`src/rtl/pwm_ramp_controller_pkg.sv`:
```
// Shared definitions for the traction duty ramp: duty width, clamp ceiling and ramp state encoding.
// The PWM generator and any multi-motor arbiter use the same width and clamp.
package pwm_ramp_controller_pkg;

    localparam int DUTY_W           = 8;
    localparam int DUTY_MAX_DEFAULT = 249;

    typedef enum logic [2:0] {
        IDLE = 3'd0,
        RAMP = 3'd1,
        HOLD = 3'd2,
        DEAD = 3'd3,
        STOP = 3'd4
    } rampState_t;

    function automatic logic isBusyState(input rampState_t s);
        return (s == RAMP) || (s == DEAD) || (s == STOP);
    endfunction

endpackage

```
`src/rtl/pwm_ramp_controller_tick.sv`:
```
// Free-running ramp tick generator: one-cycle pulse every TICK_DIV clocks,
// with the first pulse seen on the TICK_DIV-th edge after reset.
module ramp_tick_gen #(
    parameter int TICK_DIV = 20000
) (
    input  logic clock,
    input  logic reset,
    output logic tick
);

    localparam int CW = (TICK_DIV > 2) ? $clog2(TICK_DIV) : 1;

    logic [CW-1:0] count;

    always_ff @(posedge clock or posedge reset) begin
        if (reset) begin
            count <= '0;
        end else if (count == CW'(TICK_DIV - 1)) begin
            count <= '0;
        end else begin
            count <= count + CW'(1);
        end
    end

    assign tick = (count == CW'(TICK_DIV - 1));

endmodule

```
`src/rtl/pwm_ramp_controller.sv`:
```
// Soft-start / slew-rate controller for one traction PWM channel: ramps duty toward a
// clamped target, inserts a dead time around direction reversals, and honours estop.
module pwm_ramp_controller
    import pwm_ramp_controller_pkg::*;
#(
    parameter int STEP           = 1,
    parameter int TICK_DIV       = 20000,
    parameter int DEADTIME_TICKS = 8,
    parameter int DUTY_MAX       = DUTY_MAX_DEFAULT
) (
    input  logic              clock,
    input  logic              reset,
    input  logic              enable,
    input  logic [DUTY_W-1:0] target_duty,
    input  logic              target_dir,
    input  logic              estop,
    output logic [DUTY_W-1:0] duty_out,
    output logic              dir_out,
    output logic              busy,
    output logic              at_target
);

    localparam int DW = (DEADTIME_TICKS > 1) ? $clog2(DEADTIME_TICKS) : 1;
    localparam logic [DUTY_W:0] STEP9 = (DUTY_W + 1)'(STEP);
    localparam logic [DUTY_W:0] MAX9  = (DUTY_W + 1)'(DUTY_MAX);

    rampState_t state, stateNext;
    logic [DW-1:0] deadCnt, deadNext;
    logic [DUTY_W-1:0] dutyNext, stepped;
    logic dirNext, tick, dirMismatch;
    logic [DUTY_W:0] duty9, clamped9, effTarget, gap;

    ramp_tick_gen #(.TICK_DIV(TICK_DIV)) uTick (
        .clock (clock),
        .reset (reset),
        .tick  (tick)
    );

    assign dirMismatch = (target_dir != dir_out);
    assign duty9       = {1'b0, duty_out};
    assign clamped9    = ({1'b0, target_duty} > MAX9) ? MAX9 : {1'b0, target_duty};
    assign effTarget   = (!enable || dirMismatch) ? '0 : clamped9;

    // Step is limited to the remaining gap so duty lands exactly on the target.
    always_comb begin
        gap     = '0;
        stepped = duty_out;
        if (duty9 < effTarget) begin
            gap     = effTarget - duty9;
            stepped = DUTY_W'(duty9 + ((gap < STEP9) ? gap : STEP9));
        end else if (duty9 > effTarget) begin
            gap     = duty9 - effTarget;
            stepped = DUTY_W'(duty9 - ((gap < STEP9) ? gap : STEP9));
        end
    end

    always_comb begin
        stateNext = state;
        dutyNext  = duty_out;
        dirNext   = dir_out;
        deadNext  = deadCnt;
        if (estop) begin
            stateNext = STOP;
            dutyNext  = '0;
            deadNext  = '0;
        end else if (tick) begin
            unique case (state)
                IDLE: begin
                    dutyNext = '0;
                    if (enable) begin
                        dirNext   = target_dir;
                        stateNext = RAMP;
                    end
                end
                RAMP: begin
                    dutyNext = stepped;
                    if (stepped == '0 && !enable) begin
                        stateNext = IDLE;
                    end else if (stepped == '0 && dirMismatch) begin
                        stateNext = DEAD;
                        deadNext  = '0;
                    end else if ({1'b0, stepped} == effTarget) begin
                        stateNext = HOLD;
                    end
                end
                HOLD: begin
                    if (effTarget != duty9 || dirMismatch) begin
                        dutyNext  = stepped;
                        stateNext = RAMP;
                    end
                end
                DEAD: begin
                    dutyNext = '0;
                    if (deadCnt == DW'(DEADTIME_TICKS - 1)) begin
                        deadNext  = '0;
                        stateNext = enable ? RAMP : IDLE;
                        if (enable) dirNext = target_dir;
                    end else begin
                        deadNext = deadCnt + DW'(1);
                    end
                end
                STOP: begin
                    // Resuming from estop always passes through the dead time.
                    stateNext = DEAD;
                    deadNext  = '0;
                end
                default: stateNext = IDLE;
            endcase
        end
    end

    always_ff @(posedge clock or posedge reset) begin
        if (reset) begin
            state     <= IDLE;
            duty_out  <= '0;
            dir_out   <= 1'b0;
            deadCnt   <= '0;
            busy      <= 1'b0;
            at_target <= 1'b0;
        end else begin
            state     <= stateNext;
            duty_out  <= dutyNext;
            dir_out   <= dirNext;
            deadCnt   <= deadNext;
            busy      <= isBusyState(stateNext);
            at_target <= (stateNext == HOLD);
        end
    end

endmodule

```
`config.mk`:
```
export PLATFORM = sky130hd
export DESIGN_NAME = pwm_ramp_controller
export DESIGN_NICKNAME = d
export VERILOG_FILES = /design/src/rtl/pwm_ramp_controller_pkg.sv /design/src/rtl/pwm_ramp_controller_tick.sv /design/src/rtl/pwm_ramp_controller.sv
export SDC_FILE = /design/constraint.sdc
export NUM_CORES = 1
export LEC_CHECK = 0
export CELL_PAD_IN_SITES_DETAIL_PLACEMENT = 2
export CELL_PAD_IN_SITES_GLOBAL_PLACEMENT = 2
export CORE_MARGIN = 2
export CORE_UTILIZATION = 35
export CTS_CLUSTER_SIZE = 12
export DETAILED_ROUTE_END_ITERATION = 10
export DONT_BUFFER_PORTS = 1
export GPL_ROUTABILITY_DRIVEN = 0
export GPL_TIMING_DRIVEN = 1
export PLACE_DENSITY_LB_ADDON = 0.15
export REMOVE_ABC_BUFFERS = 1
export SLEW_MARGIN = 0
export SYNTH_ARGS = -nofsm -noshare
export SYNTH_HDL_FRONTEND = slang
export SYNTH_SLANG_ARGS = --single-unit
export TNS_END_PERCENT = 5
```
`constraint.sdc`:
```
create_clock -name clock -period 7.1 [get_ports clock]
set_input_delay 1.42 -clock clock [delete_from_list [all_inputs] [get_ports clock]]
set_output_delay 1.42 -clock clock [all_outputs]
set_load 0.02 [all_outputs]
```
==> run_results.csv, run 1 <==
group,metric,value,unit
status,status,"completed",
placement,io_buffers,0,
die,start_util,0.359,
critical_path,cp.depth,25,
power_and_ir_drop,p_seq_frac,0.398,
placement,dpl.hpwl,9.21,mm
clocking,numCtsBuffers,5,
sta,max_slew.worst_pin.slew,0.731,ns
grt,grt_usage,0.219,
routing,ant_nets,0,
critical_path,crit_family,"simple AND/OR/NAND/NOR gates",
sta,finClkSkew,0.00429,ns
critical_path,slowest_delay,0.54,ns
power_and_ir_drop,swShare,0.314,
die,dieWidth,104,µm
synth,synthDistinctLibCells,61,
clocking,h-tree-depth,2,
routing,drtPass1Iterations,4,
sta,rsz0062_at_grt,"no",
cells_and_area,drive_above_1_share,0.0710,
grt,antenna_found_initial,0,
cells_and_area,nNetsFinal,501,
grt,grt_pass1_vias,3462,
sta,final_max_slew_viol_count,0,
critical_path,crit_type,"in -> reg",
clocking,cts_sinks,32,
die,io_pins,24,
sta,finalHoldViolations,0,
critical_path,critPathSlowestCell,"or4_1",
power_and_ir_drop,clockPowerShare,0.344,
synth,ys_async_sr_fraction,1.00,
critical_path,critPathCaptureType,"flip-flop",
hold_path,hp-class,"reg -> reg",
routing,wl_per_cell,19.7,µm
power_and_ir_drop,p_switching,0.000143,W
synth,seq_area_frac_synth,0.229,
critical_path,crit_fanout,7,
power_and_ir_drop,comb_power_share,0.258,
synth,syn_area_per_cell,8.01,µm²
sta,fin_setup_tns,0,ns
cells_and_area,final_common_cell,"nand2_1",
power_and_ir_drop,p_leak,1.72,nW
sta,slew_headroom,0.511,
routing,drt-total-wl,11.5,mm
hold_path,hold_depth,1,
synth,syn_area,3490,µm²
clocking,insertion_delay,0.29,ns
synth,synth_warnings,0,
job,drv_cap,0,
clocking,post_cts_buffers,0,
die,core_area,9730,µm²
synth,synth_ff_type,"dfrtp_1",
critical_path,crit_arrival,6.85,ns
critical_path,required,7.33,ns
die,die_area,10800,µm²
synth,synthCells,436,
routing,num_vias,3303,
synth,synth_seq_cells,32,
sta,finalCritPeriodShare,0.933,
cells_and_area,antenna_cells,0,
grt,overflow,0,
routing,dr.first_iter.drc_count,124,
grt,grt_first_pass_wirelength,18.7,mm
critical_path,ff2ff_path_depth,25,
power_and_ir_drop,intPower,0.000314,W
clocking,clkSlewWorstSetupHoldPaths,0.07,ns
synth,synth_edf_count,0,
sta,setup_viol,0,
power_and_ir_drop,power_density,121,nW/µm²
clocking,cts_tree,"built",
cells_and_area,fill_cells,1142,
critical_path,critPathBufInv,0,
routing,remaining_drc_errors,0,
die,placementRows,36,
critical_path,startpoint_type,"primary input",
cells_and_area,area_delta_synth_final,8.67,%
clocking,cts_buffer_depth,2,
sta,fmax,151,MHz
power_and_ir_drop,finalPower,0.000457,W
die,dieHeight,104,µm
power_and_ir_drop,ir_drop,0.0745,mV
routing,vias_per_cell,5.66,
grt,grt_max_degree,33,
sta,min_period,6.63,ns
cells_and_area,final_cell_mix,"nand2_1, nor2_1, ha_1",
clocking,cts_root_buffer,"clkbuf_8",
==> cell type report <==
type	instances	area, µm²	share of cell area
sequential	32	801	0.211
tap	133	166	0.0439
inverter	32	120	0.0317
multi-input combinational	372	2550	0.672
clock buffer	7	96.3	0.0254
timing repair buffer	8	60.1	0.0158
==> path summary, 6_finish.rpt <==
| path | start | endpoint | slack, ns |
|---|---|---|---|
| min | uTick.count[0] | uTick.count[0] | 0.49 |
| max in group asynchronous | reset | state[0] | 5.68 |
| min in group asynchronous | reset | uTick.count[4] | 1.11 |
| max | target_dir | at_target | 0.47 |
| min reg2reg | uTick.count[0] | uTick.count[0] | 0.49 |
| max reg2reg | dir_out | at_target | 1.06 |
==> through the flow <==
stage	setup WS, ns	hold WS, ns	std cells	area (µm²)	util
2_1_floorplan	0.731	0.448	436	3470	-
3_3_place_gp	0.196	0.476	577	3690	0.380
3_5_place_dp	0.0301	0.488	577	3690	0.380
4_1_cts	0.317	0.497	584	3790	0.390
5_1_grt	0.0123	0.540	584	3790	0.390
6_report	0.473	0.493	584	3790	0.390
==> routing by layer <==
metal | up-vias | share of wire | routed length, µm | global-route usage
li1 | 1580 | - | - | -
met3 | 14 | 0.041 | 470 | 0.0388
met5 | - | 0 | 0 | 0
met1 | 1661 | 0.46 | 5280 | 0.291
met2 | 48 | 0.49 | 5580 | 0.374
met4 | 0 | 0.013 | 153 | 0.0473
==> synth_stat cells, drive strengths merged, types with 11 or more instances <==
cell	number	area [µm²]
nor2	37	139
dfrtp	32	801
a21oi	32	160
o21ai	30	158
nand2	43	161
xor2	12	105
nor3	12	65.1
inv	32	120
nor2b	11	68.8
nand3	19	100
ha	34	425
xnor2	21	184
==> power groups by stage <==
stage | logic [W] | clock network [W] | registers, W
finish | 0.000118 | 0.000157 | 0.000182
global route | 0.000131 | 0.000171 | 0.000182
CTS | 0.000117 | 0.000163 | 0.000182
detailed placement | 0.000117 | 0 | 0.000186
global placement | 0.000114 | 0 | 0.000186
floorplan | 0.0000852 | 0 | 0.000186
==> cells by family after synthesis <==
family                     share of synthesized area
AOI/OAI and AO/OA                              0.230
xor gates and xnor gates                      0.0828
adders and majority gates                      0.139
buffers and inverters                         0.0541
DFF                                            0.229
muxes                                         0.0326
other                                        0.00215
and+or+nand+nor                                0.230
==> registers in the layout, summed over array words and instances (netlist names) <==
register     flops
at_target        1
busy             1
deadCnt          3
dir_out          1
duty_out         8
state            3
uTick.count     15
==> what timing repair did <==
action	4_1_cts	5_1_grt
gates resized for setup	0	2
hold buffers	0	0
endpoints found under the setup margin	0	4
No activity file was read; power rests on OpenSTA's default activity.
==> inputs of run 2 (changes only) <==
--- a/config.mk
+++ b/config.mk
@@ -5,6 +5,7 @@
 export SDC_FILE = /design/constraint.sdc
 export NUM_CORES = 1
 export LEC_CHECK = 0
+export ABC_AREA = 0
 export CELL_PAD_IN_SITES_DETAIL_PLACEMENT = 2
 export CELL_PAD_IN_SITES_GLOBAL_PLACEMENT = 2
 export CORE_MARGIN = 2
==> results of run 2 <==
Final layout, timing and power as in run 1 (identical DEF).
